==> config.mk <==
export PLATFORM = sky130hd
export DESIGN_NAME = reg_file
export DESIGN_NICKNAME = d
export VERILOG_FILES = /design/src/rtl/reg_file.sv
export SDC_FILE = /design/constraint.sdc
export NUM_CORES = 2
export LEC_CHECK = 0
export ABC_CLOCK_PERIOD_IN_PS = 38700
export CORE_MARGIN = 8
export CORE_UTILIZATION = 48
export DETAILED_ROUTE_END_ITERATION = 6
export PLACE_DENSITY_LB_ADDON = 0.1
export SYNTH_ARGS = -nofsm -noshare
export SYNTH_HDL_FRONTEND = slang
export SYNTH_SLANG_ARGS = --single-unit
==> constraint.sdc <==
create_clock -name clk -period 38.7 [get_ports clk]
set_input_delay 7.74 -clock clk [delete_from_list [all_inputs] [get_ports clk]]
set_output_delay 7.74 -clock clk [all_outputs]
set_load 0.05 [all_outputs]
==> src/rtl/reg_file.sv <==
// Register file with combinational read ports, write-through bypass and a
// per-register busy scoreboard that stalls issue on RAW/WAW hazards.
module reg_file #(
   parameter int XLEN  = 32,
   parameter int NREGS = 32,
   localparam int AW   = ($clog2(NREGS) > 5) ? $clog2(NREGS) : 5
) (
   input  logic             clk,
   input  logic             rst,
   input  logic [AW-1:0]    rs1_addr,
   input  logic [AW-1:0]    rs2_addr,
   output logic [XLEN-1:0]  rd1,
   output logic [XLEN-1:0]  rd2,
   input  logic             wb_en,
   input  logic [AW-1:0]    wb_addr,
   input  logic [XLEN-1:0]  wb_data,
   input  logic             issue_en,
   input  logic [AW-1:0]    issue_rd,
   output logic             stall,
   output logic [NREGS-1:0] busy_vec
);

   logic [XLEN-1:0]  regs_q [NREGS];
   logic [XLEN-1:0]  regs_d [NREGS];
   logic [NREGS-1:0] busy_q;
   logic [NREGS-1:0] busy_d;
   logic [NREGS-1:0] wb_sel;
   logic [NREGS-1:0] set_sel;

   logic             wb_hit;
   logic             byp1;
   logic             byp2;
   logic             byp_issue;
   logic [XLEN-1:0]  rf1;
   logic [XLEN-1:0]  rf2;
   logic             busy1;
   logic             busy2;
   logic             busy_issue;

   // Per-register decode; x0 and out-of-range addresses never select anything.
   genvar gi;
   generate
      for (gi = 0; gi < NREGS; gi++) begin : g_reg
         if (gi == 0) begin : g_zero
            assign wb_sel[gi]  = 1'b0;
            assign set_sel[gi] = 1'b0;
         end else begin : g_arch
            assign wb_sel[gi]  = wb_en && (wb_addr == AW'(gi));
            assign set_sel[gi] = issue_en && !stall && (issue_rd == AW'(gi));
         end
         assign regs_d[gi] = wb_sel[gi] ? wb_data : regs_q[gi];
         // Set after clear: a newer producer owns the register.
         assign busy_d[gi] = set_sel[gi] | (busy_q[gi] & ~wb_sel[gi]);
      end
   endgenerate

   assign wb_hit    = |wb_sel;
   assign byp1      = wb_hit && (wb_addr == rs1_addr);
   assign byp2      = wb_hit && (wb_addr == rs2_addr);
   assign byp_issue = wb_hit && (wb_addr == issue_rd);

   always_comb begin
      rf1        = '0;
      rf2        = '0;
      busy1      = 1'b0;
      busy2      = 1'b0;
      busy_issue = 1'b0;
      for (int i = 1; i < NREGS; i++) begin
         if (rs1_addr == AW'(i)) begin
            rf1   = regs_q[i];
            busy1 = busy_q[i];
         end
         if (rs2_addr == AW'(i)) begin
            rf2   = regs_q[i];
            busy2 = busy_q[i];
         end
         if (issue_rd == AW'(i)) begin
            busy_issue = busy_q[i];
         end
      end
   end

   assign rd1      = byp1 ? wb_data : rf1;
   assign rd2      = byp2 ? wb_data : rf2;
   assign stall    = (busy1 && !byp1) || (busy2 && !byp2) || (busy_issue && !byp_issue);
   assign busy_vec = busy_q;

   always_ff @(posedge clk or posedge rst) begin
      if (rst) begin
         for (int i = 0; i < NREGS; i++) begin
            regs_q[i] <= '0;
         end
         busy_q <= '0;
      end else begin
         for (int i = 0; i < NREGS; i++) begin
            regs_q[i] <= regs_d[i];
         end
         busy_q <= busy_d;
      end
   end

endmodule

# Word-level counts from Yosys, hierarchy flattened

Cells that the tools add are included.
W data, S select, Z words.

Output and inout port bits: 97
Flip-flop bits (word level): 1,023
Input port bits: 56

Equal/unequal tests: 127
Reduce and logical (&&, ||, !) cells: 76
Muxes and demuxes: 157
Bitwise logic cells: 93

Operator list:

| operator             | count |
|---|---|
| $mux W32             | 64 |
| $eq A5 B5 Y1 const B | 64 |
| $eq A5 B4 Y1 const B | 32 |
| $mux W1              | 93 |
| $eq A5 B3 Y1 const B | 16 |
| $logic_and A1 B1 Y1  | 69 |
| $eq A5 B2 Y1 const B | 8 |
| $and A1 B1 Y1        | 31 |
| $not A1 Y1           | 31 |
| $or A1 B1 Y1         | 31 |
| $reduce_or A31 Y1    | 1 |
| $eq A5 B1 Y1 const B | 4 |
| $eq A5 B5 Y1         | 3 |
| $logic_not A1 Y1     | 4 |
| $logic_or A1 B1 Y1   | 2 |

# Longest topological paths before layout

Word-level depth: 39
Mapped depth: 13
Gate-level depth less buffers: 8

# Worst setup path after synthesis

OpenSTA, ideal clock, no wires.

Path kind: input port to output port
Start point: input rs2_addr[1]
End point: output rd2[5]
Data required time: 30.960 ns
Setup slack: 20.211 ns
Arrival time: 10.749 ns
Stages on the path: 11
Buffers on the path: 3
Cell sequence: buf_2 -> buf_2 -> or3b_2 -> a21oi_1 -> buf_2 -> a221oi_1 -> o21ai_0 -> a21oi_1 -> o41ai_1 -> a21oi_1 -> o31ai_1

Cells in the longest elaborated chain, start to end: 33

RTL lines:

| element                 | RTL line | source |
|---|---|---|
| from (decl)             | 11       | `input logic [AW-1:0] rs2_addr,` |
| $eq A5 B1 Y1            | 73       | `if (rs2_addr == AW'(i)) begin` |
| $mux W32 (31 in series) | 73       |  |
| $mux W32 (*)            | 84       | `assign rd2 = byp2 ? wb_data : rf2;` |
| to (decl)               | 13       | `output logic [XLEN-1:0] rd2,` |

Every way passes the cells marked *; elsewhere a longest branch is shown, timed or not.

# Final worst setup path

Start point: input rs2_addr[1]
End point: output rd2[7]

The elaborated chain is that of the path after synthesis.

==> results.tsv <==
stage	metric	value	unit
detailed_routing	wirelength	255000	um
pwr	power_density	52.9	mW/mm^2
clocking	tritoncts	done	
sta	setup_viol	0	
global_route	grt_pass1_vias	48400	
setup_path	required	30.96	ns
synthesis	ys.warnings.count	0	
place	dpl.cell_count	6622	
setup_path	cp_max_fo	51	
sta	report.final.slew_viol_count	0	
global_route	grt-ovfl-total	0	
sta	hold_viol	0	
synthesis	synthCells	5265	
synthesis	ys.flop_type	dfrtp_1	
sta	min_period	21.27	ns
clocking	post_cts_resized	0	
synthesis	synth_area	0.0555	sq mm
global_route	grt_max_degree	166	
synthesis	syn-num-nets	5321	
synthesis	ys_types	86	
floorplanning	die_area	0.127	sq mm
sta	slew_headroom	2.95	%
detailed_routing	post_drt_wl_per_cell	37.3	um
setup_path	arrival	13.53	ns
sta	fmax	47.0	MHz
detailed_routing	vias	50100	
global_route	grt_use_total	38.8	%
clocking	holdBufCountCts	0	
pwr	p_total	0.00332	W
place	postPlaceCellArea	0.0587	sq mm
synthesis	synthArstFlopShare	100	%
layout	drive_gt1_share	28.9	%
sta	finalCritPeriodShare	55.0	%
synthesis	syn_area_per_cell	10.5	sq um
floorplanning	die_y	356	um
setup_path	path_cells	buf_6, buf_4, buf_4, nor2b_4, buf_4, nand2_1, o22ai_1, nor4_1, o21ai_0, a31oi_1, clkdlybuf4s50_1	
floorplanning	core	0.115	sq mm
run_status	violations	design-rule violations	
job	cap_violations	0	
sta	rsz0062_at_grt	false	
detailed_routing	avgViaCountPerCell	7.33	
detailed_routing	first_pass_iters	7	
synthesis	synth-seq-area-share	46.1	%
floorplanning	rows	125	
floorplanning	pin_count	153	
clocking	clkTransAtPathRegs	0.06	ns
layout	instances_no_fill	6838	
floorplanning	initial_utilization	48.1	%
setup_path	crit_path_start_kind	input port	
run_status	status	finished with violations	
setup_path	crit_path_frequent_cell	buf_4	
pwr	peakVddDrop	0.0000409	V
synthesis	synth_top_area_share	46.1	%
layout	mostFrequentLayoutCells	mux2_2 (1034), dfrtp_1 (1023), o21ai_0 (339)	
detailed_routing	dr.first_iter.drc_count	7673	
clocking	post-cts-setup-buffers	0	
clocking	cts-root-buf	clkbuf_16	
layout	area_growth	13.0	%
setup_path	slowest_delay	0.84	ns
place	place_congestion	1.04	
layout	design_area	0.0628	sq mm
synthesis	synth-seq-cells	1023	
floorplanning	die_x	356	um
layout	nets	5272	
sta	worst_slew_pin_slew	1.45	ns
setup_path	critPathKind	in2out	
pwr	p_leak	26.6	nW
setup_path	crit_path_top_delay_cell	clkdlybuf4s50_1	
sta	fin_skew	0.0171	ns
sta	fin_tns_setup	0	ns
place	port_buffers	151	
clocking	clk_path_buf_depth	3	
detailed_routing	antenna_left	0	
place	place.detailed.hpwl	169000	um
layout	final_common_cell	mux2_2	
global_route	antenna_found_initial	8	
synthesis	synth-edff-count	0	
clocking	htree_levels	3	
setup_path	worstSetupEndpointType	output port	
synthesis	yosys.area.top_type	dfrtp_1	
clocking	numCtsBuffers	115	
detailed_routing	drc_errors	4	
clocking	clock_latency	0.73	ns
hold_path	hold_path.class	reg2reg	
global_route	grt_pass1_wl	360000	um
synthesis	yosys-top-cells-area	dfrtp_1 (46%), mux2_2 (21%), o22ai_1 (3.2%)	
clocking	clock_sinks	1023	
## power breakdown
| group | internal (W) | switching, W | total (W) | leakage, nW |
|---|---|---|---|---|
| Clock | 0.000708 | 0.000482 | 0.00119 | 1.97 |
| Sequential | 0.00128 | 0.000215 | 0.00150 | 13.1 |
| Combinational | 0.000278 | 0.000358 | 0.000636 | 11.6 |
| Total | 0.00227 | 0.00105 | 0.00332 | 26.6 |
## Yosys cell counts (all sizes together), types with 9 or more instances
| cell type | n |
|---|---|
| a2111oi | 19 |
| a211oi | 46 |
| a21oi | 279 |
| a221o | 11 |
| a221oi | 95 |
| a222oi | 30 |
| a22o | 52 |
| a22oi | 208 |
| a31oi | 39 |
| a32oi | 10 |
| and2 | 10 |
| and3 | 14 |
| buf | 118 |
| clkbuf | 401 |
| dfrtp | 1023 |
| inv | 33 |
| mux2 | 1035 |
| mux2i | 68 |
| nand2 | 306 |
| nand2b | 22 |
| nand3 | 114 |
| nand3b | 11 |
| nand4 | 18 |
| nor2 | 259 |
| nor2b | 22 |
| nor3 | 65 |
| nor4 | 36 |
| o2111ai | 15 |
| o211ai | 21 |
| o21ai | 359 |
| o221ai | 62 |
| o22ai | 284 |
| o31ai | 20 |
| or3b | 9 |
| or4 | 18 |
| xor2 | 11 |
## cells by family (layout without fill, tap and decap cells)
logic type	Yosys count	count (layout)	synth area share, %
muxes	1111	1111	22.5
other	1	8	0.00675
buffers and inverters	553	595	3.95
and+or+nand+nor	940	940	7.94
DFF	1023	1023	46.1
xor gates and xnor gates	16	16	0.252
AOI/OAI and AO/OA	1621	1621	19.2
## critical path, delay by kind of cell
kind            cells  cell delay, ns
buf+inv             5            3.01
compound gates      3            1.24
simple gates        3            1.24
## worst paths after layout
path | endpoint | cells past startpoint | slack, ns | startpoint
min in group asynchronous | regs_q[977] | 2 | 7.56 | rst
worst min-delay path | regs_q[618] | 2 | 0.51 | regs_q[618]
worst max-delay path | rd2[7] | 11 | 17.43 | rs2_addr[1]
worst min register to register | regs_q[618] | 2 | 0.51 | regs_q[618]
max in group asynchronous | regs_q[576] | 4 | 28.66 | rst
worst max register to register | busy_vec[7] | 8 | 35.67 | busy_vec[3]
## metrics by stage
step	setup WS (ns)	util (%)	hold slack, ns
4_1_cts	17.90	54.4	0.508
3_3_place_gp	17.71	50.8	0.485
2_1_floorplan	2.17	-	0.462
3_5_place_dp	17.91	50.9	0.494
6_report	17.43	54.4	0.506
5_1_grt	17.49	54.4	0.530
## flip-flops by register name (all words and copies together), names as in the netlist
register	flops
regs_q	992
busy_vec	31
## area by class of cell
class / instances / area, sq um
Sequential cell: 1023 / 25600
Multi-Input combinational cell: 3689 / 28000
Antenna cell: 7 / 17.5
Fill cell: 10300 / 52700
Timing Repair Buffer: 353 / 3080
Tap cell: 1524 / 1910
Clock inverter: 51 / 777
Clock buffer: 157 / 3270
Inverter: 34 / 135
## per-layer routing
layer	GRT usage [%]	vias to the layer above	routed length, um	share of wire, %
met5	0	-	43	0.017
met4	25.5	8	20100	7.9
met3	9.99	945	28600	11
met2	57.6	3677	110000	43
met1	50.2	25600	96200	38
li1	-	19900	-	-
Power figures use the tool's default switching activity.
